### config.mk
export PLATFORM = sky130hd
export DESIGN_NAME = adc_capture_ctrl
export DESIGN_NICKNAME = d
export VERILOG_FILES = /design/src/rtl/adc_capture_ctrl.sv
export SDC_FILE = /design/constraint.sdc
export NUM_CORES = 1
export LEC_CHECK = 0
export ABC_CLOCK_PERIOD_IN_PS = 3400
export CAP_MARGIN = 25
export CORE_UTILIZATION = 45
export DETAILED_ROUTE_END_ITERATION = 10
export GPL_ROUTABILITY_DRIVEN = 0
export PLACE_DENSITY = 0.79
export SYNTH_ARGS = -nofsm -noshare
export SYNTH_HDL_FRONTEND = slang
export SYNTH_SLANG_ARGS = --single-unit
### constraint.sdc
create_clock -name clk -period 3.4 [get_ports clk]
set_clock_uncertainty 0.15 [all_clocks]
set_input_delay 0.34 -clock clk [delete_from_list [all_inputs] [get_ports clk]]
set_output_delay 0.34 -clock clk [all_outputs]
set_load 0.01 [all_outputs]
### src/rtl/adc_capture_ctrl.sv
`default_nettype none
// ============================================================================
// Module   : adc_capture_ctrl
// Purpose  : Sequences the I2S ADC front end. Powers the ADC up and waits
//            for it to settle, locks to lrck, drops the first startup
//            frames, then forwards each stereo pair from the I2S receiver
//            to the DSP chain over a valid/ready handshake. A watchdog on
//            lrck and a full-output detector feed sticky status bits.
// Revision : 1.0 - initial release
//
// Optional : ADC_CAPTURE_FRAME_CNT_EN adds a 16-bit frame_count output
//            that counts accepted handshakes in RUN.
//
// Ports    : clk          system clock
//            rst          synchronous, active-low reset
//            enable       level, 1 = run the ADC, 0 = shut down
//            clr_status   pulse, clears overflow and lock_lost
//            lrck_in      ADC lrck, asynchronous to clk
//            word_strobe  1-clk pulse, lword/rword valid
//            lword/rword  receiver samples
//            adc_pdn      ADC power-down pin (0 = powered down)
//            capture_en   enables receiver shifting
//            m_valid/m_ready/m_lword/m_rword  output handshake
//            state        FSM state (IDLE=0 .. FAULT=5)
//            overflow     sticky, pair dropped while output full
//            lock_lost    sticky, lrck watchdog expired
//            frame_count  accepted pairs (ADC_CAPTURE_FRAME_CNT_EN only)
// ============================================================================
module adc_capture_ctrl #(
    parameter int DATA_W         = 24,
    parameter int SETTLE_CLKS    = 1024,
    parameter int DISCARD_FRAMES = 4,
    parameter int WDOG_CLKS      = 4096
) (
    input  logic              clk,
    input  logic              rst,
    input  logic              enable,
    input  logic              clr_status,
    input  logic              lrck_in,
    input  logic              word_strobe,
    input  logic [DATA_W-1:0] lword,
    input  logic [DATA_W-1:0] rword,
    output logic              adc_pdn,
    output logic              capture_en,
    output logic              m_valid,
    input  logic              m_ready,
    output logic [DATA_W-1:0] m_lword,
    output logic [DATA_W-1:0] m_rword,
    output logic [2:0]        state,
    output logic              overflow,
`ifdef ADC_CAPTURE_FRAME_CNT_EN
    output logic [15:0]       frame_count,
`endif
    output logic              lock_lost
);

    localparam int SETTLE_W = $clog2(SETTLE_CLKS) + 1;
    localparam int DISC_W   = $clog2(DISCARD_FRAMES) + 1;
    localparam int WDOG_W   = $clog2(WDOG_CLKS) + 1;

    typedef enum logic [2:0] {
        S_IDLE    = 3'd0,
        S_POWERUP = 3'd1,
        S_SYNC    = 3'd2,
        S_DISCARD = 3'd3,
        S_RUN     = 3'd4,
        S_FAULT   = 3'd5
    } state_t;

    state_t              state_q, state_d;
    logic [SETTLE_W-1:0] settle_q, settle_d;
    logic [DISC_W-1:0]   disc_q, disc_d;
    logic [WDOG_W-1:0]   wdog_q, wdog_d;
    logic                lrck_s1_q, lrck_s2_q, lrck_s3_q;
    logic                lrck_rise;
    logic                lock_set;
    logic                ovf_set;
    logic                m_valid_q, m_valid_d;
    logic [DATA_W-1:0]   m_lword_q, m_lword_d;
    logic [DATA_W-1:0]   m_rword_q, m_rword_d;
    logic                overflow_q, overflow_d;
    logic                lock_lost_q, lock_lost_d;

    // lrck is asynchronous: two flops to resolve metastability, a third
    // to detect the rising edge in the clk domain.
    assign lrck_rise = lrck_s2_q & ~lrck_s3_q;

    // ---------------- FSM state register ----------------
    always_ff @(posedge clk) begin
        if (!rst) begin
            state_q   <= S_IDLE;
            settle_q  <= '0;
            disc_q    <= '0;
            wdog_q    <= '0;
            lrck_s1_q <= 1'b0;
            lrck_s2_q <= 1'b0;
            lrck_s3_q <= 1'b0;
        end else begin
            state_q   <= state_d;
            settle_q  <= settle_d;
            disc_q    <= disc_d;
            wdog_q    <= wdog_d;
            lrck_s1_q <= lrck_in;
            lrck_s2_q <= lrck_s1_q;
            lrck_s3_q <= lrck_s2_q;
        end
    end

    // ---------------- FSM next state ----------------
    always_comb begin
        state_d  = state_q;
        settle_d = '0;
        disc_d   = '0;
        wdog_d   = '0;
        lock_set = 1'b0;

        case (state_q)
            S_IDLE: begin
                if (enable) state_d = S_POWERUP;
            end
            S_POWERUP: begin
                if (settle_q == SETTLE_W'(SETTLE_CLKS - 1)) begin
                    state_d = S_SYNC;
                end else begin
                    settle_d = settle_q + 1'b1;
                end
            end
            S_SYNC: begin
                if (lrck_rise) state_d = S_DISCARD;
            end
            S_DISCARD: begin
                disc_d = disc_q;
                if (word_strobe) begin
                    if (disc_q == DISC_W'(DISCARD_FRAMES - 1)) begin
                        state_d = S_RUN;
                        disc_d  = '0;
                    end else begin
                        disc_d = disc_q + 1'b1;
                    end
                end
            end
            S_RUN:   ;
            S_FAULT: ;
            default: state_d = S_IDLE;
        endcase

        // Watchdog covers every state that depends on a live lrck; its
        // expiry overrides any normal transition taken this cycle.
        if (state_q == S_SYNC || state_q == S_DISCARD || state_q == S_RUN) begin
            if (lrck_rise) begin
                wdog_d = '0;
            end else if (wdog_q == WDOG_W'(WDOG_CLKS - 1)) begin
                state_d  = S_FAULT;
                lock_set = 1'b1;
            end else begin
                wdog_d = wdog_q + 1'b1;
            end
        end

        if (!enable) begin
            state_d  = S_IDLE;
            settle_d = '0;
            disc_d   = '0;
            wdog_d   = '0;
            lock_set = 1'b0;
        end
    end

    // ---------------- Output datapath and status ----------------
    always_comb begin
        m_valid_d = m_valid_q;
        m_lword_d = m_lword_q;
        m_rword_d = m_rword_q;
        ovf_set   = 1'b0;

        if (state_q == S_RUN) begin
            if (word_strobe) begin
                // A strobe coinciding with acceptance refills the slot
                // directly, so valid never drops and nothing is lost.
                if (!m_valid_q || m_ready) begin
                    m_valid_d = 1'b1;
                    m_lword_d = lword;
                    m_rword_d = rword;
                end else begin
                    ovf_set = 1'b1;
                end
            end else if (m_valid_q && m_ready) begin
                m_valid_d = 1'b0;
            end
        end

        // Leaving RUN for any reason discards the pending pair.
        if (state_d != S_RUN) m_valid_d = 1'b0;

        overflow_d  = ovf_set  | (overflow_q  & ~clr_status);
        lock_lost_d = lock_set | (lock_lost_q & ~clr_status);
    end

    always_ff @(posedge clk) begin
        if (!rst) begin
            m_valid_q   <= 1'b0;
            m_lword_q   <= '0;
            m_rword_q   <= '0;
            overflow_q  <= 1'b0;
            lock_lost_q <= 1'b0;
        end else begin
            m_valid_q   <= m_valid_d;
            m_lword_q   <= m_lword_d;
            m_rword_q   <= m_rword_d;
            overflow_q  <= overflow_d;
            lock_lost_q <= lock_lost_d;
        end
    end

`ifdef ADC_CAPTURE_FRAME_CNT_EN
    logic [15:0] frame_cnt_q, frame_cnt_d;

    always_comb begin
        frame_cnt_d = frame_cnt_q;
        if (state_q == S_RUN && m_valid_q && m_ready) begin
            frame_cnt_d = frame_cnt_q + 16'd1;
        end
        if (state_d == S_IDLE) frame_cnt_d = '0;
    end

    always_ff @(posedge clk) begin
        if (!rst) frame_cnt_q <= '0;
        else      frame_cnt_q <= frame_cnt_d;
    end

    assign frame_count = frame_cnt_q;
`endif

    assign adc_pdn    = (state_q != S_IDLE);
    assign capture_en = (state_q == S_DISCARD) || (state_q == S_RUN);
    assign m_valid    = m_valid_q;
    assign m_lword    = m_lword_q;
    assign m_rword    = m_rword_q;
    assign state      = state_q;
    assign overflow   = overflow_q;
    assign lock_lost  = lock_lost_q;

endmodule
`default_nettype wire

After elaboration in Yosys (flattened, before gate mapping):

Cells that the tools add are included.

* flip-flop bits (word level): 84
* input port bits: 55
* output and inout bits: 56

* $add $sub $neg: 3
* eq/ne operators: 10
* multiplexer cells: 20
* bitwise logic cells: 11
* reductions and logical operators: 16

Operators by type and width (count)
* 3-bit two-way mux: 9
* 3-bit one-hot mux with 5 select lines: 1
* 13-bit by 1-bit adder with 13-bit output (second input constant): 1
* 13-bit by 12-bit equality test with 1-bit output (second input constant): 1
* 11-bit by 1-bit adder with 11-bit output (second input constant): 1
* 11-bit by 10-bit equality test with 1-bit output (second input constant): 1
* 1-bit two-way mux: 10
* 3-bit by 2-bit equality test with 1-bit output (second input constant): 3
* 3-bit AND reduction: 3
* 3-bit equality test (second input constant): 2
* 1-bit inverter: 6
* 5-bit OR reduction: 1
* 1-bit logical OR: 4
* 2-bit OR reduction: 2
* 4-bit OR reduction: 1
* 3-bit by 1-bit adder with 3-bit output (second input constant): 1
* 1-bit AND: 3
* 3-bit by 1-bit equality test with 1-bit output (second input constant): 1
* 3-bit zero test: 1
* 3-bit != test (second input constant): 1
* 3-bit nonzero test: 1
* 2-bit by 1-bit != test with 1-bit output (second input constant): 1
* 1-bit OR: 2
* 2-bit nonzero test: 1
* 2 further kinds: 2

Longest topological paths before layout:

Gate-level depths: netlist (run 1).

* depth in word-level cells: 10
* depth in mapped cells: 7

Worst setup path before layout (run 1):

OpenSTA, ideal clock, no wires.

* path kind: flip-flop to flip-flop
* from: register settle_q[0]
* to: register settle_q[2]
* library setup time: 0.128 ns
* arrival time: 1.504 ns
* slack: 1.618 ns
* cell stages (with the launch flop): 6
* buffers on the path: 0
* clock period less this slack: 1.782 ns
* cells stage by stage: dfxtp_1 > ha_1 > nand4_1 > or3_1 > o21ai_2 > nor2_1

* longest elaborated chain between the ends: 2
* elaborated cells on any way between the ends: 3

Ends and longest elaborated chain
* start: declaration: line 71 `logic [SETTLE_W-1:0] settle_q, settle_d;`
* start signal: assignment: line 100 `settle_q <= settle_d;`
* parallel branches: the longest is 2 deep, another holds 11-bit by 1-bit adder with 11-bit output

Several ways; the timed one is not identified.
A chain may end at the register's enable or synchronous reset.

Worst setup path after layout (run 1):

* from: register state_q[2] (netlist: state[2])
* to: output capture_en

* longest elaborated chain between the ends: 2
* elaborated cells on any way between the ends: 3

Ends and longest elaborated chain
* start: declaration: line 70 `state_t state_q, state_d;`
* start signal: assignment: line 99 `state_q <= state_d;`
* 3-bit by 2-bit equality test with 1-bit output or 3-bit equality test (tied branches): line 235 `assign capture_en = (state_q == S_DISCARD) || (state_q == S_RUN);`
* 1-bit logical OR (*): line 235
* end: declaration: line 44 `output logic capture_en,`

Mark *: on every way between the ends. The rest lies on a longest branch, timed or not.

==> key figures, run 1 <==
Status
  • Status: finished, final reports clean

Hold path
  • HP Class: register to register

Logic synthesis
  • Synth area leaders: dfxtp_1 (50%), nand2_1 (12%), a21boi_0 (9.6%)
  • Syn. warnings: 0
  • Synth cell types: between 40 and 50
  • Yosys reg bits: 84
  • Asr flop ratio synth: 0%
  • Post-synth EDFFs: 0
  • Seq/Total Area, Yosys: 49.9%
  • Synthesized netlist cell count: between 300 and 400
  • Main flop type after synthesis: dfxtp_1
  • Most frequent cells after synthesis: nand2_1 (109), dfxtp_1 (84), a21boi_0 (43), nor2_1 (28), xnor2_1 (12)
  • Cell Area, Synth: roughly 0.0034 mm^2
  • Leading area contributor after synthesis: dfxtp_1
  • Syn_area_per_cell: 8.77 um^2
  • Synthesized Nets: around 440
  • Count leader, synth: nand2_1
  • Synth top area share: 49.9%

Setup path
  • Reg2reg end: m_rword[0]
  • Worst R2R Path Depth: 5
  • WS Path Type: register to primary output
  • Slowest cell on crit path: clkdlybuf4s50_1
  • Worst EP required: ~2.9 ns
  • Max incr delay on CP: ~0.54 ns
  • Critical path origin: state[2]
  • Arrival time at the worst endpoint: 1.94 ns
  • Setup crit end: capture_en
  • R2r setup slk: 1.30 ns
  • Endpoint class of the critical path: primary output
  • Critical path peak fanout: 11
  • CP Cell Sequence: nor3b_4 > inv_1 > nand2_1 > clkdlybuf4s50_1
  • Startpoint class of the critical path: register
  • R2r startpoint: state[2]

GRT
  • Gr usage total: approximately a fifth
  • GRT overflow: 0
  • Global-route wire length before repair: 12200 um
  • Vias in the first global route: approximately 2600
  • Largest net degree at the start of global routing: 55
  • Initial antenna violation count: 0

Die
  • I/O pin count: roughly 110
  • Die height: 88.5 um
  • Total die area: about 0.0078 mm^2
  • Initial core utilization: a little under half
  • FP Rows: 31
  • Die width: a little under 90 um
  • Core box area: around 0.0073 mm^2

CTS
  • Hold_buf cts: 0
  • Root buffer cell: clkbuf_8
  • TritonCTS buffer count: 9
  • Clk slew on worst S/H paths: 0.08 ns
  • Post_cts resized: 0
  • CTS tree: done
  • CTS Buffer Depth: 2
  • H-tree levels: 3
  • Total clock sinks: 84
  • Worst-Skew Late Latency: 0.35 ns
  • Post-CTS Setup Repair Bufs: 0

Power and ir drop
  • Combinational share of power: under 10%
  • Int Pwr: about 0.0015 W
  • Sw Share: roughly a fifth
  • Part of the power in the clock network: 40.7%
  • Leak Pwr: between 1.5 and 2 nW
  • Seq pwr share: 54.2%
  • Net Sw Power: ~0.00036 W
  • Worst-case vdd ir drop: ~0.21 mV
  • Power density cells: a little under 400 mW/mm^2

Layout
  • Nets: between 500 and 600
  • Ratio of cells with drive above 1 in the final layout: slightly below 5%
  • Area growth syn-to-layout: 39.5%
  • Diodes inserted: 0
  • Fin util: approximately 65%

Routing
  • DR vias/cell: 4.86
  • Aggregate routed wire length: 7770 um
  • ANT nets after route: 0
  • Via count: around 2900
  • Routed length per instance: 13.1 um
  • DRC violations left: 0
  • Drt pass-1 iters: 4
  • Initial detailed-routing violation count: between 70 and 80

Timing
  • Max Freq: roughly 410 MHz
  • RSZ-0062 raised after global routing: false
  • Fin. max-slew vios: 0
  • Slew margin rel.: 67.0%
  • Tmin final: ~2.4 ns
  • Post-route clock period utilization: roughly 71%
  • Setup_tns: 0 ns
  • WHS: about 0.3 ns
  • Setup Viol. Count Final: 0
  • Final Hold Vio Count: 0
  • Slew @ Worst Pin: 0.495 ns

Placement
  • HPWL Detailed: 5520 um
  • Port bufs: 110

Run
  • Max-cap violations: 0
## cell families (layout without fill, tap and decap cells)
logic type               Yosys count  in the layout  synth area share, %
XOR/XNOR                          18             18                 4.68
buffers and inverters             27            135                 4.34
adder cells (fa/ha/maj)            3              3                 1.11
AND/OR/NAND/NOR                  188            188                 25.9
multiplexers                       1              1                0.297
flip-flops                        84             84                 49.9
AO/OA/AOI/OAI                     63             63                 13.8
## power groups by stage
stage                     clock network, W  registers (W)   logic, W
after floorplan                          0        0.00101  0.0000225
after global placement                   0        0.00101  0.0000938
after detailed placement                 0        0.00101  0.0000930
after CTS                         0.000759       0.000988  0.0000941
after global routing              0.000802       0.000988  0.0000991
final                             0.000742       0.000988  0.0000934
## sequential cells by signal (all words and copies together) (netlist names)
name,flops
m_lword,24
m_rword,24
wdog_q,13
settle_q,11
disc_q,3
state,3
lock_lost,1
lrck_s1_q,1
lrck_s2_q,1
lrck_s3_q,1
m_valid,1
overflow,1
## stage by stage
step / total power, W / cell area (um^2) / worst slack [ns] / std cells
floorplan: 0.00103 / 3370 / 1.62 / 384
global placement: 0.00110 / 4500 / 1.31 / 576
detailed placement: 0.00110 / 4500 / 1.26 / 576
global route: 0.00189 / 4700 / 0.854 / 591
finish: 0.00182 / 4700 / 0.970 / 591
CTS: 0.00184 / 4700 / 0.964 / 591
## layer usage
layer  up-vias  track usage [%]  wire length (um)
met3        11             5.97               619
met1      1305             24.9              3400
li1       1473                -                 -
met2        83             33.7              3600
met4         0             8.50               150
met5         -                0                 0
## cells in the final DEF, fill, tap and decap left out, types with 6 or more instances in the layout
| cell type | netlist | layout |
|---|---|---|
| xnor2_1 | 12 | 12 |
| clkdlybuf4s50_1 | 0 | 110 |
| dfxtp_1 | 84 | 84 |
| nor2_1 | 28 | 28 |
| a21oi_1 | 6 | 6 |
| xor2_1 | 6 | 6 |
| nand3_1 | 9 | 9 |
| a21boi_0 | 43 | 43 |
| inv_1 | 7 | 7 |
| clkbuf_8 | 0 | 9 |
| nand2_1 | 109 | 109 |
## worst min-delay path by stage
stage	from	endpoint	slack, ns	cells after the start
after floorplan	lrck_s1_q	lrck_s2_q	0.26	1
after global placement	lrck_s1_q	lrck_s2_q	0.27	1
after detailed placement	lrck_s1_q	lrck_s2_q	0.28	1
after CTS	lrck_s1_q	lrck_s2_q	0.30	1
after global routing	lrck_s1_q	lrck_s2_q	0.31	1
final	lrck_s1_q	lrck_s2_q	0.30	1
## layout make-up
cell class | instances | area [um^2]
multi-input combinational | 273 | 1540
sequential | 84 | 1680
clock buffer | 10 | 128
timing repair buffer | 113 | 1120
tap | 99 | 124
fill | 619 | 2550
clock inverter | 5 | 77.6
inverter | 7 | 26.3
## critical path, delay by kind of cell, from the launching register on
kind          cells  cell delay (ns)
simple gates      2             0.46
flops             1             0.52
buf+inv           2             0.61
Note: power is estimated with default switching activity, not from simulation.
==> inputs of run 2 (changes only) <==
==> config.mk (replaced) <==
export PLATFORM = sky130hd
export DESIGN_NAME = adc_capture_ctrl
export DESIGN_NICKNAME = d
export VERILOG_FILES = /design/src/rtl/adc_capture_ctrl.sv
export SDC_FILE = /design/constraint.sdc
export NUM_CORES = 1
export LEC_CHECK = 0
export ABC_CLOCK_PERIOD_IN_PS = 2000
export CAP_MARGIN = 25
export CORE_UTILIZATION = 41
export DETAILED_ROUTE_END_ITERATION = 10
export GPL_ROUTABILITY_DRIVEN = 0
export PLACE_DENSITY = 0.76
export SYNTH_ARGS = -nofsm -noshare
export SYNTH_HDL_FRONTEND = slang
export SYNTH_SLANG_ARGS = --single-unit
==> constraint.sdc (replaced) <==
create_clock -name clk -period 2 [get_ports clk]
set_clock_uncertainty 0.15 [all_clocks]
set_input_delay 0.2 -clock clk [delete_from_list [all_inputs] [get_ports clk]]
set_output_delay 0.2 -clock clk [all_outputs]
set_load 0.01 [all_outputs]
==> key figures, run 2 (same netlist as run 1, synthesis figures left out) <==
Die
  • Initial core utilization: 42.9% (-3.5 points)
  • FP Rows: 32 (+3.2%)
  • Die width: 92.7 um (+4.7%)
  • I/O pin count: 111 (unchanged)
  • Die height: 92.7 um (+4.7%)
  • Core box area: 0.00785 mm^2 (+8.2%)
  • Total die area: 0.00858 mm^2 (+9.5%)

Setup path
  • Critical path peak fanout: 9 (-2)
  • Slowest cell on crit path: dfxtp_1
  • R2r setup slk: 0.18 ns (-1.12 ns)
  • Reg2reg end: settle_q[7]
  • R2r startpoint: settle_q[0]
  • Critical path origin: state[2]
  • Worst R2R Path Depth: 5 (unchanged)
  • Arrival time at the worst endpoint: 1.48 ns (-0.46 ns)
  • CP Cell Sequence: buf_4 > or3_1 > dlygate4sd2_1
  • WS Path Type: register to primary output
  • Max incr delay on CP: 0.34 ns (-0.20 ns)
  • Startpoint class of the critical path: register
  • Worst EP required: 1.65 ns (-1.26 ns)
  • Endpoint class of the critical path: primary output

CTS
  • Root buffer cell: clkbuf_8
  • Worst-Skew Late Latency: 0.35 ns (about the same)
  • TritonCTS buffer count: 9 (unchanged)
  • CTS tree: done
  • Total clock sinks: 84 (unchanged)
  • Clk slew on worst S/H paths: 0.09 ns (about the same)
  • CTS Buffer Depth: 2 (unchanged)
  • H-tree levels: 3 (unchanged)
  • Hold_buf cts: 0 (unchanged)

Timing
  • Setup Viol. Count Final: 0 (unchanged)
  • Fin. max-slew vios: 0 (unchanged)
  • WHS: 0.250 ns (-0.0479 ns)
  • Setup_tns: 0 ns (unchanged)
  • Slew margin rel.: 72.3% (+5.3 points)
  • Final Hold Vio Count: 0 (unchanged)
  • Post-route clock period utilization: between 90 and 100%
  • Final WS setup: 0.168 ns (-0.802 ns)
  • Slew @ Worst Pin: 0.409 ns (-0.0853 ns)
  • RSZ-0062 raised after global routing: false
  • Tmin final: 1.83 ns
  • Max Freq: 546 MHz

GRT
  • Initial antenna violation count: 0 (unchanged)
  • Global-route wire length before repair: 12300 um (+1.4%)
  • Largest net degree at the start of global routing: 49 (-11%)
  • Vias in the first global route: 2665 (+2.6%)
  • GRT overflow: 0 (unchanged)
  • Gr usage total: 17.9% (-2.5 points)

Hold path
  • HP Class: primary input to register
  • WHS Endpoint: m_lword[11]
  • Worst hold start: lword[11]
  • Hold path depth: 3 (+2)

Layout
  • Area growth syn-to-layout: 42.1%
  • Nets: 554 (+1.5%)
  • Ratio of cells with drive above 1 in the final layout: 7.39% (+2.5 points)
  • Diodes inserted: 0 (unchanged)
  • Most frequent cells in the layout: nand2_1 (109), clkdlybuf4s50_1 (108), dfxtp_1 (82)
  • Most common cell after layout, fill and taps aside: nand2_1
  • Fin util: 61.0% (-3.8 points)
  • Layout Cells excl Fill: 603 (+2.0%)

Placement
  • Inst Count DP: 586 (+1.7%)
  • HPWL Detailed: 5500 um (-0.26%)
  • Port bufs: 110 (unchanged)
  • Post-place setup slack: 0.180 ns (-1.08 ns)

Status
  • Status: finished, final reports clean

Routing
  • Drt pass-1 iters: 4 (unchanged)
  • Aggregate routed wire length: 7740 um (-0.41%)
  • Via count: 2883 (+0.38%)
  • ANT nets after route: 0 (unchanged)
  • Routed length per instance: 12.8 um (-2.4%)
  • DRC violations left: 0 (unchanged)
  • Initial detailed-routing violation count: 81 (+5.2%)
  • DR vias/cell: 4.78 (-1.6%)

Power and ir drop
  • Worst-case vdd ir drop: 0.361 mV (+73%)
  • Power density cells: 637 mW/mm^2 (+64%)
  • Leak Pwr: 1.59 nW (+3.0%)

Run
  • Max-cap violations: 0 (unchanged)
## run 2: worst max path at each step
| stage | to | cells past startpoint | slack, ns |
|---|---|---|---|
| 6_report | adc_pdn | 3 | 0.17 |
| 5_1_grt | settle_q[7] | 5 | 0.02 |
| 4_1_cts | adc_pdn | 3 | 0.15 |
| 3_5_place_dp | settle_q[7] | 5 | 0.18 |
| 3_3_place_gp | m_lword[2] | 6 | 0.23 |
| 2_1_floorplan | settle_q[2] | 5 | 0.22 |
## run 2: metal layers
metal	GRT usage, %	share of wire (%)	vias up
li1	-	-	1483
met1	22.1	45	1296
met2	29.8	46	91
met3	4.43	7.2	13
met4	7.18	1.7	0
met5	0	0	-
## run 2: timing repair
item                                    4_1_cts  5_1_grt
resized for setup                             4        0
hold endpoints to repair                      0        0
endpoints found under the setup margin        2        0
buffers inserted                              1        0
## run 2: worst max-delay path: cells and delay by family (launching register included)
kind | cells | cell delay, ns
buf+inv | 2 | 0.47
flops | 1 | 0.34
simple gates | 1 | 0.34
## run 2: cell type report
type	count	area, um^2
multi-input cells	273	1550
inverters	7	26.3
clock inverters	7	75.1
well taps	102	128
fillers	701	3060
clock buffers	9	124
repair buffers	121	1210
flip-flops and latches	84	1680
## run 2: per-stage QoR
| stage | total power (W) | cell area (um^2) |
|---|---|---|
| finish | 0.00305 | 4790 |
| global route | 0.00318 | 4790 |
| CTS | 0.00308 | 4790 |
| detailed placement | 0.00188 | 4580 |
| global placement | 0.00188 | 4580 |
| floorplan | 0.00176 | 3370 |
## run 2: power by group
part,internal (W),switching [W]
logic,0.000118,0.0000433
clock network,0.000584,0.000629
registers,0.00167,0.00000399
